$ cat config.mk
export PLATFORM = sky130hd
export DESIGN_NAME = shared_reg_arbiter
export DESIGN_NICKNAME = d
export VERILOG_FILES = /design/src/rtl/shared_reg_arbiter_pkg.sv /design/src/rtl/shared_dreg.sv /design/src/rtl/shared_reg_arbiter.sv
export SDC_FILE = /design/constraint.sdc
export NUM_CORES = 1
export LEC_CHECK = 0
export ABC_AREA = 1
export BUFFER_PORTS_ARGS = -buffer_cell sky130_fd_sc_hd__buf_4
export CAP_MARGIN = 20
export CELL_PAD_IN_SITES_DETAIL_PLACEMENT = 0
export CELL_PAD_IN_SITES_GLOBAL_PLACEMENT = 2
export CORE_MARGIN = 3
export CORE_UTILIZATION = 21
export CTS_BUF_LIST = sky130_fd_sc_hd__clkbuf_8 sky130_fd_sc_hd__clkbuf_16
export CTS_CLUSTER_SIZE = 20
export DETAILED_ROUTE_END_ITERATION = 8
export PLACE_DENSITY_LB_ADDON = 0.2
export SETUP_SLACK_MARGIN = 0.5
export SLEW_MARGIN = 20
export SYNTH_ARGS = -nofsm -noshare
export SYNTH_HDL_FRONTEND = slang
export SYNTH_SLANG_ARGS = --single-unit
$ cat constraint.sdc
create_clock -name Clk -period 1.7 [get_ports Clk]
set_input_delay 0.17 -clock Clk [delete_from_list [all_inputs] [get_ports Clk]]
set_output_delay 0.17 -clock Clk [all_outputs]
set_load 0.02 [all_outputs]
$ cat src/rtl/shared_reg_arbiter_pkg.sv
`default_nettype none
// ============================================================================
// Module      : shared_reg_arbiter_pkg
// Description : Shared definitions for the shared-register arbiter.
//               FSM state encoding, default parameter values and the
//               round-robin rotate-and-priority-encode helper.
// Ports       : none (package)
// Revision    : 1.0 - initial release
// ============================================================================
package shared_reg_arbiter_pkg;

  typedef enum logic [0:0] {
    ST_IDLE  = 1'b0,
    ST_GRANT = 1'b1
  } state_t;

  localparam int NREQ_DEF     = 4;
  localparam int WIDTH_DEF    = 8;
  localparam int MAX_HOLD_DEF = 8;

  // Widest requester vector the helper supports.
  localparam int RR_MAX = 8;

  // Scan req starting at ptr, upward with wrap at n-1 -> 0.
  // Returns {found, index}. Only the low n bits of req are considered.
  function automatic logic [3:0] rr_pick(input logic [RR_MAX-1:0] req,
                                         input logic [2:0]        ptr,
                                         input int                n);
    logic [3:0] res;
    res = 4'b0000;
    for (int k = 0; k < RR_MAX; k++) begin
      int         idx;
      logic [2:0] idx3;
      idx  = (int'(ptr) + k) % n;
      idx3 = 3'(idx);
      if ((k < n) && !res[3] && req[idx3]) begin
        res = {1'b1, idx3};
      end
    end
    return res;
  endfunction

endpackage : shared_reg_arbiter_pkg
`default_nettype wire

$ cat src/rtl/shared_dreg.sv
`default_nettype none
// ============================================================================
// Module      : shared_dreg
// Description : WIDTH-bit D register with load enable and synchronous
//               active-high reset to zero; provides q and its complement.
// Ports       : Clk   - clock
//               Reset - synchronous active-high reset
//               load  - load enable
//               d     - data input
//               q     - register contents
//               qbar  - bitwise complement of q (combinational)
// Revision    : 1.0 - initial release
// ============================================================================
module shared_dreg #(
  parameter int WIDTH = 8
) (
  input  logic             Clk,
  input  logic             Reset,
  input  logic             load,
  input  logic [WIDTH-1:0] d,
  output logic [WIDTH-1:0] q,
  output logic [WIDTH-1:0] qbar
);

  always_ff @(posedge Clk) begin
    if (Reset) begin
      q <= '0;
    end else if (load) begin
      q <= d;
    end
  end

  assign qbar = ~q;

endmodule : shared_dreg
`default_nettype wire

$ cat src/rtl/shared_reg_arbiter.sv
`default_nettype none
// ============================================================================
// Module      : shared_reg_arbiter
// Description : Round-robin arbiter sharing one WIDTH-bit holding register
//               among NREQ requesters, with ownership capped at MAX_HOLD
//               cycles.
// Ports       : Clk     - clock
//               Reset   - synchronous active-high reset
//               req     - per-requester request
//               wr_en   - per-requester write strobe
//               wr_data - flattened write data, requester i at [i*WIDTH +: WIDTH]
//               gnt     - registered one-hot grant
//               owner   - index of current owner (valid while busy)
//               busy    - high while a grant is held
//               q/qbar  - shared register contents and complement
//               denied  - one-cycle pulse after a non-owner write attempt
// Revision    : 1.0 - initial release
// ============================================================================
module shared_reg_arbiter
  import shared_reg_arbiter_pkg::*;
#(
  parameter int NREQ     = NREQ_DEF,
  parameter int WIDTH    = WIDTH_DEF,
  parameter int MAX_HOLD = MAX_HOLD_DEF,
  parameter int OW       = $clog2(NREQ)
) (
  input  logic                  Clk,
  input  logic                  Reset,
  input  logic [NREQ-1:0]       req,
  input  logic [NREQ-1:0]       wr_en,
  input  logic [NREQ*WIDTH-1:0] wr_data,
  output logic [NREQ-1:0]       gnt,
  output logic [OW-1:0]         owner,
  output logic                  busy,
  output logic [WIDTH-1:0]      q,
  output logic [WIDTH-1:0]      qbar,
  output logic                  denied
);

  localparam int HW = $clog2(MAX_HOLD);

  state_t          state;
  logic [OW-1:0]   rr_ptr;
  logic [HW-1:0]   hold_cnt;

  logic [3:0]      pick;
  logic [OW-1:0]   winner;
  logic [NREQ-1:0] nonowner;
  logic            wr_load;
  logic [WIDTH-1:0] wr_d;

  assign pick   = rr_pick(8'(req), 3'(rr_ptr), NREQ);
  assign winner = OW'(pick[2:0]);

  // In IDLE every requester counts as a non-owner.
  assign nonowner = (state == ST_GRANT) ? ~gnt : '1;

  // Owner mux into the shared register; only the owner can load, and only
  // while granted (including the release edge).
  assign wr_load = (state == ST_GRANT) && wr_en[owner];
  assign wr_d    = wr_data[int'(owner)*WIDTH +: WIDTH];

  always_ff @(posedge Clk) begin
    if (Reset) begin
      state    <= ST_IDLE;
      gnt      <= '0;
      owner    <= '0;
      busy     <= 1'b0;
      rr_ptr   <= '0;
      hold_cnt <= '0;
      denied   <= 1'b0;
    end else begin
      denied <= |(wr_en & nonowner);
      case (state)
        ST_IDLE: begin
          if (pick[3]) begin
            state    <= ST_GRANT;
            gnt      <= NREQ'(1) << winner;
            owner    <= winner;
            busy     <= 1'b1;
            rr_ptr   <= OW'((int'(winner) + 1) % NREQ);
            hold_cnt <= '0;
          end
        end
        ST_GRANT: begin
          // Voluntary release or hold-limit expiry both return to IDLE,
          // which guarantees one idle cycle between ownerships.
          if (!req[owner] || (hold_cnt == HW'(MAX_HOLD - 1))) begin
            state <= ST_IDLE;
            gnt   <= '0;
            busy  <= 1'b0;
          end else begin
            hold_cnt <= hold_cnt + 1'b1;
          end
        end
        default: begin
          state <= ST_IDLE;
          gnt   <= '0;
          busy  <= 1'b0;
        end
      endcase
    end
  end

  shared_dreg #(
    .WIDTH (WIDTH)
  ) u_dreg (
    .Clk   (Clk),
    .Reset (Reset),
    .load  (wr_load),
    .d     (wr_d),
    .q     (q),
    .qbar  (qbar)
  );

endmodule : shared_reg_arbiter
`default_nettype wire

==> flow_metrics.env <==
export IMPL_status="complete, no violations"
export IMPL_grt_max_degree=17
export IMPL_cts_buffers=3
export IMPL_setup_violations=0
export IMPL_antenna_found_initial=0
export IMPL_worstPathCellList="buf_6 > nand2_2 > nand2_2 > nand2_2 > nand2_4 > nor2_8 > nand3_2 > nand3_2 > nand2_2 > inv_2 > ha_4 > o21ai_2 > nor2_1"
export IMPL_cts_sinks=22
export IMPL_hold_buffers=0
export IMPL_max_freq_mhz=593.8
export IMPL_p_per_area_nw_per_um2=1679
export IMPL_grt_pass1_wl_mm=8.148
export IMPL_initial_utilization=0.2213
export IMPL_gp_congestion=0.7320
export IMPL_rows=30
export IMPL_ios=66
export IMPL_cp_slowest_cell="dfxtp_4"
export IMPL_end_kind="register"
export IMPL_synth_simple_area_share=0.3595
export IMPL_skew_ns=0.007628
export IMPL_syn_inst=242
export IMPL_seq_area_frac_synth=0.2850
export IMPL_final_cells=422
export IMPL_syn_avg_cell_area_um2=6.385
export IMPL_via_per_inst=4.211
export IMPL_ys_seq_elements=22
export IMPL_start_kind="register"
export IMPL_clkTransAtPathRegs_ns=0.09
export IMPL_yosysWarnings=0
export IMPL_fin_crit_sh=0.9907
export IMPL_critPathArrivalTime_ns=1.85
export IMPL_synth_area_um2=1545
export IMPL_synth_top_family_by_area="simple AND/OR/NAND/NOR gates"
export IMPL_fp_dieH_um=91.78
export IMPL_htreeDepth=1
export IMPL_holdWs_ns=0.1432
export IMPL_worstPathRequired_ns=1.86
export IMPL_timing_slew_headroom=0.7133
export IMPL_tns_ns=0
export IMPL_layout_drive_gt1_share=0.4356
export IMPL_routed_wl_mm=4.958
export IMPL_core_area_um2=6982
export IMPL_clockBufferDepth=2
export IMPL_path_class="reg -> reg"
export IMPL_clock_latency_ns=0.27
export IMPL_ys_types=24
export IMPL_cp_buffers_inverters=2
export IMPL_drtPass1Iterations=4
export IMPL_diodes=0
export IMPL_fin_util=0.3624
export IMPL_track_usage=0.1177
export IMPL_slowest_delay_ns=0.39
export IMPL_vias=1777
export IMPL_die_x_um=91.78
export IMPL_tightest_slew_ns=0.4296
export IMPL_area_growth_synth_to_final_pct=63.72
export IMPL_die_area_um2=8424
export IMPL_hp_class="in -> reg"
export IMPL_place_inst=405
export IMPL_cap_violations=0
export IMPL_p_leak_uw=0.001221
export IMPL_io_buffers=65
export IMPL_cp_max_fo=6
export IMPL_cpLargestDelayFamily="simple AND/OR/NAND/NOR gates"
export IMPL_synth_nets=290
export IMPL_slew_violations=0
export IMPL_final_common_cell="buf_4"
export IMPL_nets=375
export IMPL_root_buffer="clkbuf_8"
export IMPL_drc=0
export IMPL_post_drt_wl_per_cell_um=11.75
export IMPL_rsz0062_at_grt="yes"
export IMPL_synthMuxAreaShare=0
export IMPL_synth_compound_area_frac=0.1846
export IMPL_dpl_hpwl_mm=3.869
export IMPL_hold_violations=0
export IMPL_cpMostUsedCell="nand2_2"
export IMPL_tritoncts="done"
export IMPL_max_vdd_ir_drop_v=0.0005549
export IMPL_drtAntennaViolNets=0
export IMPL_synthXorXnorAreaFrac=0
export IMPL_drtIter0Drc=44
export IMPL_post_route_min_period_ns=1.684
export IMPL_mostFrequentLayoutCells="buf_4 (83), nor2_1 (40), nand2_1 (38), inv_1 (23), o21ai_0 (22)"
export IMPL_grt_overflow_total=0
export IMPL_yosys_area_share_adder=0.04858
export IMPL_grt_pass1_vias=1685
==> sequential cells by signal (all words and copies together), names as in the netlist <==
| name | cells |
|---|---|
| denied | 1 |
| hold_cnt | 3 |
| gnt | 4 |
| state | 1 |
| rr_ptr | 2 |
| u_dreg.q | 8 |
| busy | 1 |
| owner | 2 |
==> power breakdown <==
part | total (µW) | switching, µW | internal, µW
sequential | 901 | 197 | 704
combinational | 2900 | 1610 | 1290
clock | 444 | 188 | 256
total | 4250 | 2000 | 2250
==> path summary, 6_finish.rpt <==
check / slack [ns] / cells after the start / to / startpoint
worst max-delay path: 0.02 / 13 / rr_ptr[1] / rr_ptr[0]
worst min-delay path: 0.14 / 2 / state / Reset
worst max register to register: 0.02 / 13 / rr_ptr[1] / rr_ptr[0]
worst min register to register: 0.48 / 1 / hold_cnt[0] / hold_cnt[0]
==> cells by family (layout without fill, tap and decap cells) <==
logic type | count (synthesis) | in the layout
AO/OA/AOI/OAI | 53 | 53
adder cells (fa/ha/maj) | 6 | 6
buffers and inverters | 40 | 124
flip-flops | 22 | 22
AND/OR/NAND/NOR | 121 | 121
==> cell usage after synthesis <==
library cell,count,share of area
nand2_1,48,0.12
inv_1,26,0.063
o21ai_0,28,0.091
buf_6,4,0.029
nand2_4,4,0.029
clkinv_1,1,0.0024
nand3_1,19,0.062
inv_6,1,0.0057
clkbuf_1,3,0.0073
a21oi_2,1,0.0057
nor2_1,41,0.10
a41oi_1,1,0.0057
inv_2,2,0.0049
buf_2,3,0.0097
o211ai_1,1,0.0049
nand3_4,1,0.011
nand4_1,1,0.0041
o21ai_1,4,0.013
nor2_8,1,0.013
dfxtp_1,22,0.29
a31oi_1,8,0.032
ha_1,6,0.049
a21oi_1,10,0.032
nand2_2,6,0.024
==> metal layers <==
metal | global-route usage | up-vias | routed length (µm)
met3 | 0.02215 | 4 | 244
met1 | 0.1546 | 772 | 2278
met5 | 0 | - | 0
li1 | - | 956 | -
met2 | 0.2015 | 45 | 2395
met4 | 0.02228 | 0 | 39
==> through the flow <==
step	setup slack [ns]	area (µm²)	total power, µW
after floorplan	0.07462	1637	2563
after global placement	-0.03774	2253	3397
after detailed placement	-0.05438	2253	3366
after CTS	0.02047	2457	4143
after global routing	-0.1297	2530	4638
final	0.01582	2530	4248
==> what timing repair did <==
| item | in CTS | in global routing |
|---|---|---|
| resized for setup | 22 | 11 |
| endpoints found under the setup margin | 22 | 21 |
| cloned | 1 | 0 |
| buffers inserted | 7 | 5 |
| pin swaps | 11 | 2 |
==> area by class of cell <==
class	count	area [µm²]
fill	773	4452
multi-input combinational	180	1047
timing repair buffer	89	699.4
sequential	22	455.4
inverter	30	132.6
tap	96	120.1
clock buffer	4	66.31
timing repair inverter	1	8.758
Note: power is estimated with default switching activity, not from simulation.
